==> config.mk <==
export PLATFORM = sky130hd
export DESIGN_NAME = fetch_queue
export DESIGN_NICKNAME = d
export VERILOG_FILES = /design/src/rtl/fetch_queue.sv
export SDC_FILE = /design/constraint.sdc
export NUM_CORES = 1
export LEC_CHECK = 0
export BUFFER_PORTS_ARGS = -buffer_cell sky130_fd_sc_hd__buf_4
export CAP_MARGIN = 20
export CORE_MARGIN = 1.5
export CORE_UTILIZATION = 45
export DETAILED_ROUTE_END_ITERATION = 6
export GPL_ROUTABILITY_DRIVEN = 1
export PLACE_DENSITY = 0.76
export SLEW_MARGIN = 20
export SYNTH_ARGS = -nofsm -noshare
export SYNTH_HDL_FRONTEND = slang
export SYNTH_SLANG_ARGS = --single-unit
==> constraint.sdc <==
create_clock -name clk -period 2.2 [get_ports clk]
set_clock_uncertainty 0.15 [all_clocks]
set_input_delay 0.22 -clock clk [delete_from_list [all_inputs] [get_ports clk]]
set_output_delay 0.22 -clock clk [all_outputs]
set_load 0.01 [all_outputs]
==> src/rtl/fetch_queue.sv <==
// -----------------------------------------------------------------------------
// fetch_queue
//
// Instruction-fetch front end with a prefetch FIFO. It issues sequential fetch
// addresses to a fixed-latency synchronous instruction memory. Returned words
// are buffered together with their PCs and handed to decode over a
// valid/ready handshake. A branch redirect flushes the FIFO and every request
// still in flight, then restarts fetch at the branch target.
//
// Optional feature (compile-time macro FETCH_PERF_CNT_EN):
//   adds the saturating performance counters stall_cnt and flush_cnt.
//
// Ports:
//   clk         in   clock, all state on rising edge
//   rst_n       in   asynchronous active-low reset
//   core_en     in   fetch enable; low pauses issue of new requests
//   branch_en   in   redirect request this cycle
//   branch_val  in   redirect target address
//   fetch_req   out  memory read strobe (combinational)
//   fetch_addr  out  memory read address (combinational)
//   fetch_data  in   memory read data, valid MEM_LAT cycles after a request
//   ins_valid   out  FIFO head valid
//   ins_ready   in   decode accepts the head
//   ins         out  head instruction, 0 when ins_valid is low
//   ins_pc      out  head instruction address, 0 when ins_valid is low
//   stall_cnt   out  (FETCH_PERF_CNT_EN) cycles with core_en=1 and no request
//   flush_cnt   out  (FETCH_PERF_CNT_EN) branches that discarded >=1 word
// -----------------------------------------------------------------------------
module fetch_queue #(
    parameter int              ADDR_W   = 16,
    parameter int              INS_W    = 16,
    parameter int              DEPTH    = 4,
    parameter int              MEM_LAT  = 2,
    parameter logic [ADDR_W-1:0] RESET_PC = '0
) (
    input  logic              clk,
    input  logic              rst_n,
    input  logic              core_en,
    input  logic              branch_en,
    input  logic [ADDR_W-1:0] branch_val,
    output logic              fetch_req,
    output logic [ADDR_W-1:0] fetch_addr,
    input  logic [INS_W-1:0]  fetch_data,
    output logic              ins_valid,
    input  logic              ins_ready,
    output logic [INS_W-1:0]  ins,
    output logic [ADDR_W-1:0] ins_pc
`ifdef FETCH_PERF_CNT_EN
    ,
    output logic [31:0]       stall_cnt,
    output logic [31:0]       flush_cnt
`endif
);

    localparam int CNT_W = $clog2(DEPTH + 1);
    localparam int PTR_W = (DEPTH > 1) ? $clog2(DEPTH) : 1;

    // -------------------------------------------------------------------------
    // State
    // -------------------------------------------------------------------------
    logic [ADDR_W-1:0] pc_reg;
    logic [MEM_LAT-1:0] pipe_valid_reg;
    logic [ADDR_W-1:0] pipe_addr_reg [MEM_LAT];

    logic [CNT_W-1:0]  count_reg;
    logic [PTR_W-1:0]  rd_ptr_reg;
    logic [PTR_W-1:0]  wr_ptr_reg;

    logic [INS_W-1:0]  fifo_ins_mem [DEPTH];
    logic [ADDR_W-1:0] fifo_pc_mem  [DEPTH];

    // -------------------------------------------------------------------------
    // Combinational control
    // -------------------------------------------------------------------------
    logic [CNT_W:0]    inflight;
    logic              credit_ok;
    logic              tail_valid;
    logic              push;
    logic              pop;
    logic              head_valid;
    logic [CNT_W-1:0]  count_next;
    logic [PTR_W-1:0]  rd_ptr_next;
    logic [PTR_W-1:0]  wr_ptr_next;
    logic [ADDR_W-1:0] pc_next;

    // Number of requests issued but not yet landed in the FIFO. Each one holds
    // a FIFO slot in reserve, which is what makes overflow impossible.
    always_comb begin
        inflight = '0;
        for (int i = 0; i < MEM_LAT; i++) begin
            inflight = inflight + {{CNT_W{1'b0}}, pipe_valid_reg[i]};
        end
    end

    // Credit uses start-of-cycle occupancy only; a pop in the same cycle does
    // not free a slot until the next cycle. A branch always has credit since
    // everything queued or in flight is being thrown away.
    assign credit_ok  = branch_en | (({1'b0, count_reg} + inflight) < (CNT_W+1)'(DEPTH));
    assign fetch_addr = branch_en ? branch_val : pc_reg;
    assign fetch_req  = core_en & credit_ok & rst_n;

    assign tail_valid = pipe_valid_reg[MEM_LAT-1];
    assign head_valid = (count_reg != '0);

    // On a branch the arriving tail word belongs to the old stream and any
    // pop is void.
    assign push = tail_valid & ~branch_en;
    assign pop  = head_valid & ins_ready & ~branch_en;

    function automatic logic [PTR_W-1:0] ptr_inc(input logic [PTR_W-1:0] p);
        return (p == PTR_W'(DEPTH - 1)) ? '0 : p + PTR_W'(1);
    endfunction

    always_comb begin
        count_next  = count_reg;
        rd_ptr_next = rd_ptr_reg;
        wr_ptr_next = wr_ptr_reg;
        if (branch_en) begin
            count_next  = '0;
            rd_ptr_next = '0;
            wr_ptr_next = '0;
        end else begin
            if (push) begin
                wr_ptr_next = ptr_inc(wr_ptr_reg);
            end
            if (pop) begin
                rd_ptr_next = ptr_inc(rd_ptr_reg);
            end
            case ({push, pop})
                2'b10:   count_next = count_reg + CNT_W'(1);
                2'b01:   count_next = count_reg - CNT_W'(1);
                default: count_next = count_reg;
            endcase
        end
    end

    // A paused core still takes a redirect so that resume starts at the target.
    always_comb begin
        pc_next = pc_reg;
        if (fetch_req) begin
            pc_next = fetch_addr + ADDR_W'(1);
        end else if (branch_en) begin
            pc_next = branch_val;
        end
    end

    // -------------------------------------------------------------------------
    // Sequential state
    // -------------------------------------------------------------------------
    always_ff @(posedge clk or negedge rst_n) begin
        if (!rst_n) begin
            pc_reg     <= RESET_PC;
            count_reg  <= '0;
            rd_ptr_reg <= '0;
            wr_ptr_reg <= '0;
        end else begin
            pc_reg     <= pc_next;
            count_reg  <= count_next;
            rd_ptr_reg <= rd_ptr_next;
            wr_ptr_reg <= wr_ptr_next;
        end
    end

    // In-flight pipe: stage 0 takes the new request (which after a branch is
    // the request to the target), older stages are cleared by a branch.
    generate
        for (genvar gi = 0; gi < MEM_LAT; gi++) begin : g_pipe
            if (gi == 0) begin : g_head
                always_ff @(posedge clk or negedge rst_n) begin
                    if (!rst_n) begin
                        pipe_valid_reg[gi] <= 1'b0;
                        pipe_addr_reg[gi]  <= '0;
                    end else begin
                        pipe_valid_reg[gi] <= fetch_req;
                        pipe_addr_reg[gi]  <= fetch_addr;
                    end
                end
            end else begin : g_body
                always_ff @(posedge clk or negedge rst_n) begin
                    if (!rst_n) begin
                        pipe_valid_reg[gi] <= 1'b0;
                        pipe_addr_reg[gi]  <= '0;
                    end else begin
                        pipe_valid_reg[gi] <= pipe_valid_reg[gi-1] & ~branch_en;
                        pipe_addr_reg[gi]  <= pipe_addr_reg[gi-1];
                    end
                end
            end
        end
    endgenerate

    // FIFO storage carries no reset; contents are only visible through a
    // nonzero count.
    always_ff @(posedge clk) begin
        if (push) begin
            fifo_ins_mem[wr_ptr_reg] <= fetch_data;
            fifo_pc_mem[wr_ptr_reg]  <= pipe_addr_reg[MEM_LAT-1];
        end
    end

    assign ins_valid = head_valid;
    assign ins       = head_valid ? fifo_ins_mem[rd_ptr_reg] : '0;
    assign ins_pc    = head_valid ? fifo_pc_mem[rd_ptr_reg]  : '0;

    always_ff @(posedge clk) begin
        if (rst_n) begin
            assert (!(push && (count_reg == CNT_W'(DEPTH))));
        end
    end

`ifdef FETCH_PERF_CNT_EN
    // -------------------------------------------------------------------------
    // Saturating performance counters
    // -------------------------------------------------------------------------
    logic [31:0] stall_cnt_reg;
    logic [31:0] flush_cnt_reg;
    logic        stall_event;
    logic        flush_event;

    assign stall_event = core_en & ~fetch_req;
    assign flush_event = branch_en & (head_valid | (inflight != '0));

    always_ff @(posedge clk or negedge rst_n) begin
        if (!rst_n) begin
            stall_cnt_reg <= '0;
            flush_cnt_reg <= '0;
        end else begin
            if (stall_event && (stall_cnt_reg != 32'hFFFF_FFFF)) begin
                stall_cnt_reg <= stall_cnt_reg + 32'd1;
            end
            if (flush_event && (flush_cnt_reg != 32'hFFFF_FFFF)) begin
                flush_cnt_reg <= flush_cnt_reg + 32'd1;
            end
        end
    end

    assign stall_cnt = stall_cnt_reg;
    assign flush_cnt = flush_cnt_reg;
`endif

endmodule

# After elaboration in Yosys (flattened, before gate mapping)
# Memories as Yosys holds them, arrays and structs flattened.
# Cells that the tools add are included.
[word_totals]
reg_bits = 57
mem_bits_rw = 128
in_bits = 37
output_inout_bits = 50
wordCells = 48
n_memories = 2
[memory_table]
columns = ["name", "words", "width", "read_ports", "rd_clocked_by_memory_dff", "write_ports", "line", "text"]
rows = [
  ["fifo_ins_mem", 4, 16, 1, 0, 1, "69", "logic [INS_W-1:0] fifo_ins_mem [DEPTH];"],
  ["fifo_pc_mem", 4, 16, 1, 0, 1, "70", "logic [ADDR_W-1:0] fifo_pc_mem [DEPTH];"],
]
[op_classes]
addsub = 7
order_cmp = 1
eq_ne = 4
muxes = 14
n_bitwise = 8
n_reduce_logical = 4
[op_table]
columns = ["cell", "count"]
rows = [
  ["$mux 16", 4],
  ["$add 16x1->16 const B", 1],
  ["$mux 2", 6],
  ["$and 1x1->1", 6],
  ["$eq 2x2->1 const B", 3],
  ["$pmux 3 s2", 1],
  ["$reduce_bool 3->1", 2],
  ["$add 2x1->2 const B", 2],
  ["$add 3x2->4", 1],
  ["$lt 4x3->1 const B", 1],
  ["$reduce_bool 2->1", 2],
  ["$add 3x1->3 const B", 1],
  ["$mux 3", 1],
  ["$sub 3x1->3 const B", 1],
  ["$add 1x1->2", 1],
  ["$eq 2x1->1 const B", 1],
  ["$mux 1", 2],
  ["$not 1->1", 1],
  ["$or 1x1->1", 1],
]

# Logic depth before layout (Yosys ltp)
# Gate-level depths: netlist of run 1.
[logic_depth]
ltp_word = 7
mapped_depth = 8
mapped_depth_nobuf = 6

# Worst setup path after synthesis of run 1
# Ideal clock, no wire load.
[synth_timing]
path_kind = "input to register"
from = "input branch_en"
to = "memory fifo_ins_mem[0][0] (enable)"
setup_time_ps = 392
arrival_ps = 1717
required_time_ps = 1658
slack_ps = -59
path_stages = 5
path_buffers = 3
path_cell_list = "buf_4 -> clkbuf_1 -> buf_2 -> nor2_1 -> and2_1"
[synth_via]
elab_chain_len = 4
[synth_rtl]
columns = ["element", "line", "text"]
rows = [
  ["from (decl)", "39", "input logic branch_en,"],
  ["$not 1->1", "107", "assign push = tail_valid & ~branch_en;"],
  ["$and 1x1->1", "107", ""],
  ["$mux 1", "195", "if (push) begin"],
  ["$mux 1 (implied by the code)", "196", "fifo_ins_mem[wr_ptr_reg] <= fetch_data;"],
  ["to (decl)", "69", ""],
]
# Every way passes these cells.

# Worst setup path in the final report of run 1
[layout_timing]
from = "register rd_ptr_reg[0]"
to = "output ins_pc[4]"
[layout_via]
elab_chain_len = 2
[layout_rtl]
columns = ["element", "line", "text"]
rows = [
  ["from (decl)", "66", "logic [PTR_W-1:0] rd_ptr_reg;"],
  ["from (signal assigned)", "159", "rd_ptr_reg <= rd_ptr_next;"],
  ["$mem_v2 4x16", "--", ""],
  ["$mux 16", "203", "assign ins_pc = head_valid ? fifo_pc_mem[rd_ptr_reg] : '0;"],
  ["to (decl)", "47", "output logic [ADDR_W-1:0] ins_pc"],
]
# Every way passes these cells.

==> qor.yml, run 1 <==
timing:
  setup_viol: 30
  post-route-min-period_ns: 2.30
  fmax_mhz: 435
  finalHoldViolCount: 0
  rsz0062_at_grt: "true"
  drv_slew: 0
  slew_headroom_pct: 52.4
  tightest_slew_ns: 0.714
  layout_setup_ws_ns: -0.0964
  finalCritPeriodShare_pct: 104
  fin_setup_tns_ns: -1.60
yosys:
  ys_types: 38
  synthTopCellsByArea: "edfxtp_1 (53%), dfrtp_1 (20%), mux4_2 (10%)"
  ys_warn_count: 0
  syn_area_per_cell_um2: 18.4
  synth_edf_count: 128
  syn_nets: 439
  ys_seq_elements: 185
  synth_area_leader_cell: "edfxtp_1"
  synth_most_common_cell: "edfxtp_1"
  synth-main-ff-cell: "edfxtp_1"
  synthTopCellsByCount: "edfxtp_1 (128), dfrtp_1 (57), nor2b_1 (34), mux4_2 (32), xnor2_1 (15)"
  ys_async_sr_fraction_pct: 30.8
  netlist_area_um2: 7240
  synth_top_area_share_pct: 53.1
  synth_cells: 394
  ys_seq_area_share_pct: 72.8
global_route:
  grt_pass1_wl_mm: 22.3
  grt_antenna_before_repair: 0
  grt_usage_pct: 18.1
  grt_pass1_vias: 4258
  grt_max_degree: 58
  grt_overflow: 0
clock_tree:
  root_buffer: "clkbuf_16"
  cts_inserted_buffers: 17
  h-tree-depth: 4
  path_clk_slew_ns: 0.07
  tritoncts: "yes"
  clockBufferDepth: 2
  insertion_delay_ns: 0.43
  clkSinkCount: 185
route:
  drt-initial-drc-count: 355
  dr.pass1.iters: 5
  wl_per_cell_um: 19.0
  routed_via_density: 5.19
  wl_mm: 14.7
  ant_nets: 0
  vias: 4019
  drc: 0
placed_design:
  dp_hpwl_mm: 8.66
  routabilityCongestion: 0.801
  portBuffers: 86
critical_path:
  critPathCaptureType: "primary output"
  worstReg2RegStart: "count_reg[1]"
  cp_max_fo: 5
  arrival_ns: 1.93
  startpoint: "rd_ptr_reg[0]"
  required_ns: 1.83
  worstSetupPathType: "flop to primary output"
  setup.worst_path.start_class: "flop"
status:
  violations: "negative setup slack"
  status: "finished with violations"
floorplanning:
  dieHeight_um: 130
  dieArea_um2: 16900
  io_pins: 87
  core_area_um2: 15800
  rows: 46
  die_w_um: 130
  start_util_pct: 45.9
cells_and_area:
  area_growth_pct: 30.8
  num_antenna_cells: 0
  fillers: 1194
  drive_gt1_share_pct: 37.8
  final_core_util_pct: 60.0
  nNetsFinal: 590
power_and_ir_drop:
  p_leak_nw: 3.53
  power_density_nw_per_um2: 982
  irDropWorstVdd_mv: 0.597
  p_total_mw: 9.30
min_path:
  hp-class: "input pin to flop"
  hp-start: "branch_en"
job:
  max_cap_viol_count: 0
## power by group
part	leakage [nW]	internal (mW)	switching, mW
clock network	0.293	1.72	1.36
logic	1.40	1.19	0.998
registers	1.83	3.90	0.127
## worst max-delay path, cell delays in order, from the launching register on
cell	delay, ns
dfrtp_4	0.53
buf_4	0.15
buf_6	0.11
mux4_2	0.42
nor2b_4	0.14
buf_4	0.14
## placed cells by master, fill, tap and decap left out, drive strengths merged, types with 6 or more instances in the layout
| master | netlist | routed |
|---|---|---|
| nor2 | 7 | 7 |
| edfxtp | 128 | 128 |
| nor3 | 6 | 6 |
| dlygate4sd3 | 0 | 34 |
| nor2b | 34 | 34 |
| clkinv | 0 | 6 |
| buf | 12 | 114 |
| nand3 | 9 | 9 |
| mux2i | 7 | 7 |
| ha | 7 | 7 |
| mux4 | 32 | 32 |
| xnor2 | 15 | 15 |
| mux2 | 12 | 12 |
| dfrtp | 57 | 57 |
| clkbuf | 6 | 19 |
| inv | 9 | 14 |
| nand2 | 10 | 10 |
| nand4 | 11 | 11 |
## through the flow
stage | hold slack [ns] | std cells | instance area (um2) | setup slack (ns)
6_report | 0.0200 | 774 | 9470 | -0.0964
5_1_grt | 0.00956 | 774 | 9470 | -0.165
4_1_cts | 0.000675 | 768 | 9280 | -0.122
3_5_place_dp | 0.185 | 695 | 8260 | 0.149
3_3_place_gp | 0.182 | 695 | 8260 | 0.186
2_1_floorplan | -0.226 | 394 | 7240 | 0.190
## cells by family (layout without fill, tap and decap cells)
family | after synthesis | after routing | share of synthesized area, %
compound gates | 18 | 18 | 2.06
simple gates | 89 | 89 | 7.02
buf+inv | 27 | 191 | 1.88
flops | 185 | 185 | 72.8
mux | 51 | 51 | 12.8
fa+ha+maj | 8 | 8 | 1.49
xor+xnor | 16 | 16 | 1.94
## timing repair
action                                  CTS  global route
gates cloned                              0             4
resized for setup                         3            25
endpoints found under the hold margin   140             0
setup buffers                             7             3
pin swaps                                 1             4
endpoints found under the setup margin   33            34
hold buffers                             34             0
## per-layer routing
metal / GRT usage (%) / wire length [um]
met1: 23.1 / 6230
met2: 29.7 / 7590
met3: 5.29 / 755
met4: 6.54 / 129
met5: 0 / 0
## final timing paths
| kind | cells past startpoint | slack, ns | to |
|---|---|---|---|
| worst min register to register | 0 | 0.20 | pipe_addr_reg[11] |
| worst max-delay path | 5 | -0.1 | ins_pc[4] |
| min in group asynchronous | 3 | 0.35 | pipe_addr_reg[26] |
| worst max register to register | 6 | 0.14 | count_reg[2] |
| max in group asynchronous | 3 | 1.02 | rd_ptr_reg[0] |
| worst min-delay path | 2 | 0.02 | rd_ptr_reg[0] |
## area by class of cell
type,count,area (um2),area share (%)
Sequential cell,185,5280,55.7
Multi-Input combinational cell,182,1900,20.1
Timing Repair Buffer,150,1370,14.5
Clock buffer,17,425,4.49
Tap cell,216,270,2.85
Clock inverter,15,186,1.97
Inverter,9,36.3,0.383
Note: power is estimated with default switching activity, not from simulation.
==> run 2, diff against run 1 <==
- BUFFER_PORTS_ARGS: -buffer_cell sky130_fd_sc_hd__buf_4 -> default
- DONT_BUFFER_PORTS: default -> 1
- PLACE_DENSITY: 0.76 -> 0.71
==> qor.yml, run 2 (synthesis gave the netlist of run 1 again) <==
status:
  status: "finished with violations"
  violations: "negative setup slack"
timing:
  setup_viol: 2  # -93%
  layout_setup_ws_ns: -0.0102  # +0.0862 ns
  slew_headroom_pct: 76.1  # +24 points
  rsz0062_at_grt: "true"
  fmax_mhz: 452  # +3.9%
  drv_slew: 0  # unchanged
  finalCritPeriodShare_pct: 100  # -3.9 points
  tightest_slew_ns: 0.348  # -0.366 ns
  finalHoldViolCount: 0  # unchanged
  post-route-min-period_ns: 2.21  # -0.0862 ns
placed_design:
  routabilityCongestion: 0.790  # -1.4%
  dp_hpwl_mm: 8.02  # -7.4%
  place_inst: 619  # -11%
  portBuffers: 0  # -100%
floorplanning:
  rows: 46  # unchanged
  start_util_pct: 45.9  # unchanged
  die_w_um: 130  # unchanged
  dieArea_um2: 16900  # unchanged
  core_area_um2: 15800  # unchanged
  dieHeight_um: 130  # unchanged
  io_pins: 87  # unchanged
critical_path:
  cp_num_cells: 4  # -1
  cp_max_fo: 10  # +5
  slowest_stage: "mux4_2"
  r2r_cells: 6  # unchanged
  required_ns: 1.83  # about the same
  cp_slowest_stage_delay_ns: 0.52  # about the same
  critPathCaptureType: "primary output"
  path_cells: "buf_12 > mux4_2 > nor2b_1 > buf_4"
  setup.worst_path.start_class: "flop"
  arrival_ns: 1.84  # -0.09 ns
  critPathBufInv: 2  # -1
  r2r_slack_ns: 0.18  # +0.04 ns
  cpLargestDelayFamily: "multiplexers"
  worstSetupPathType: "flop to primary output"
clock_tree:
  cts_inserted_buffers: 17  # unchanged
  path_clk_slew_ns: 0.06  # about the same
  insertion_delay_ns: 0.42  # about the same
  clockBufferDepth: 2  # unchanged
  clkSinkCount: 185  # unchanged
  root_buffer: "clkbuf_16"
  tritoncts: "yes"
  h-tree-depth: 4  # unchanged
cells_and_area:
  seq_area_um2: 5270  # about the same
  area_growth_pct: 21.9
  final_core_util_pct: 55.9  # -4.1 points
  layout_commonest_cell: "edfxtp_1"
  fillers: 1244  # +4.2%
  drive_gt1_share_pct: 25.1  # -13 points
  final_cell_mix: "edfxtp_1 (128), dfrtp_1 (56), dlygate4sd3_1 (35), nor2b_1 (34), mux4_2 (32)"
  multi_input_area_um2: 1860  # -2.4%
  num_antenna_cells: 0  # unchanged
  final_cell_count_no_fill: 699  # -9.7%
  nNetsFinal: 515  # -13%
power_and_ir_drop:
  power_frac_seq_pct: 47.1  # +3.8 points
  power_density_nw_per_um2: 968  # -1.5%
  p_leak_nw: 3.12  # -12%
  switchingPower_mw: 2.05  # -17%
  pwr-share-clk_pct: 34.4  # +1.3 points
  irDropWorstVdd_mv: 0.569  # -4.6%
  p_sw_share_pct: 24.1  # -2.6 points
  intPower_mw: 6.48  # -5.0%
  p_comb_share_pct: 18.5  # -5.1 points
global_route:
  gr-usage-met3_pct: 4.96  # -0.33 points
  grt_max_degree: 59  # +1.7%
  use_met1_pct: 22.2  # -0.88 points
  grt_use_met2_pct: 27.8  # -1.9 points
  busiest_layer: "met2"
  grt_pass1_vias: 3973  # -6.7%
  grt_overflow: 0  # unchanged
  grt_usage_pct: 17.1  # -1.0 points
  grt_pass1_wl_mm: 21.0  # -6.0%
  grt_antenna_before_repair: 0  # unchanged
route:
  dr.pass1.iters: 6  # +1
  routed_via_density: 5.24  # +0.84%
  drt-initial-drc-count: 228  # -36%
  drc: 0  # unchanged
  ant_nets: 0  # unchanged
  wl_mm: 13.3  # -9.3%
  vias: 3660  # -8.9%
  wl_per_cell_um: 19.1  # +0.39%
job:
  max_cap_viol_count: 0  # unchanged
min_path:
  hp-class: "input pin to flop"
  holdPathStages: 4  # +2
-- run 2: per-stage QoR --
step | hold slack [ns] | setup TNS, ns | setup slack, ns | power [mW] | cell area (um2)
after global placement | -0.224 | 0 | 0.172 | 5.38 | 7670
after global routing | 0.0185 | -1.60 | -0.0917 | 8.90 | 8820
after floorplan | -0.226 | 0 | 0.190 | 4.98 | 7240
after detailed placement | -0.224 | 0 | 0.0831 | 5.42 | 7670
final | 0.0190 | -0.0144 | -0.0102 | 8.53 | 8820
after CTS | 0.00220 | -1.21 | -0.0692 | 8.56 | 8740
-- run 2: worst reg2reg max path, cell delays in order, from the launching register on --
cell and delay (ns):
dfrtp_1 0.38, ha_1 0.31, a211oi_2 0.23, o311a_1 0.25, buf_4 0.12, buf_4 0.13, mux2_2 0.33
-- run 2: final cells by class --
| class | instances | share of cell area (%) |
|---|---|---|
| Clock buffer | 30 | 6.20 |
| Clock inverter | 2 | 0.397 |
| Inverter | 9 | 0.383 |
| Multi-Input combinational cell | 182 | 21.0 |
| Sequential cell | 185 | 59.8 |
| Tap cell | 216 | 3.06 |
| Timing Repair Buffer | 75 | 9.15 |
-- run 2: path summary, 6_finish.rpt --
kind,end,start
setup / recovery,ins_pc[3],rd_ptr_reg[0]
hold / removal,rd_ptr_reg[0],ins_ready
setup reg to reg,pc_reg[1],pipe_valid_reg[0]
hold reg to reg,pipe_addr_reg[0],pipe_addr_reg[16]
max in group asynchronous,rd_ptr_reg[0],rst_n
min in group asynchronous,pc_reg[15],rst_n
-- run 2: what timing repair did --
item                                    4_1_cts  5_1_grt
endpoints found under the hold margin       156        0
gates cloned                                  1        0
endpoints found under the setup margin       12       31
hold buffers                                 37        0
resized for setup                             0        5
setup buffers                                 5        5
pin swaps                                     1        1
-- run 2: power by group through the flow --
stage / Sequential (mW) / Clock [mW] / Combinational [mW]
finish: 4.02 / 2.94 / 1.58
global route: 4.03 / 3.15 / 1.71
CTS: 4.02 / 3.00 / 1.54
detailed placement: 4.08 / 0 / 1.34
global placement: 4.07 / 0 / 1.31
floorplan: 4.05 / 0 / 0.929
-- run 2: metal layers --
metal,wire length (um),part of all wire (%),vias up
met4,148,1.1,0
met2,6670,50,121
met3,738,5.5,16
li1,-,-,1657
met5,0,0,-
met1,5770,43,1866
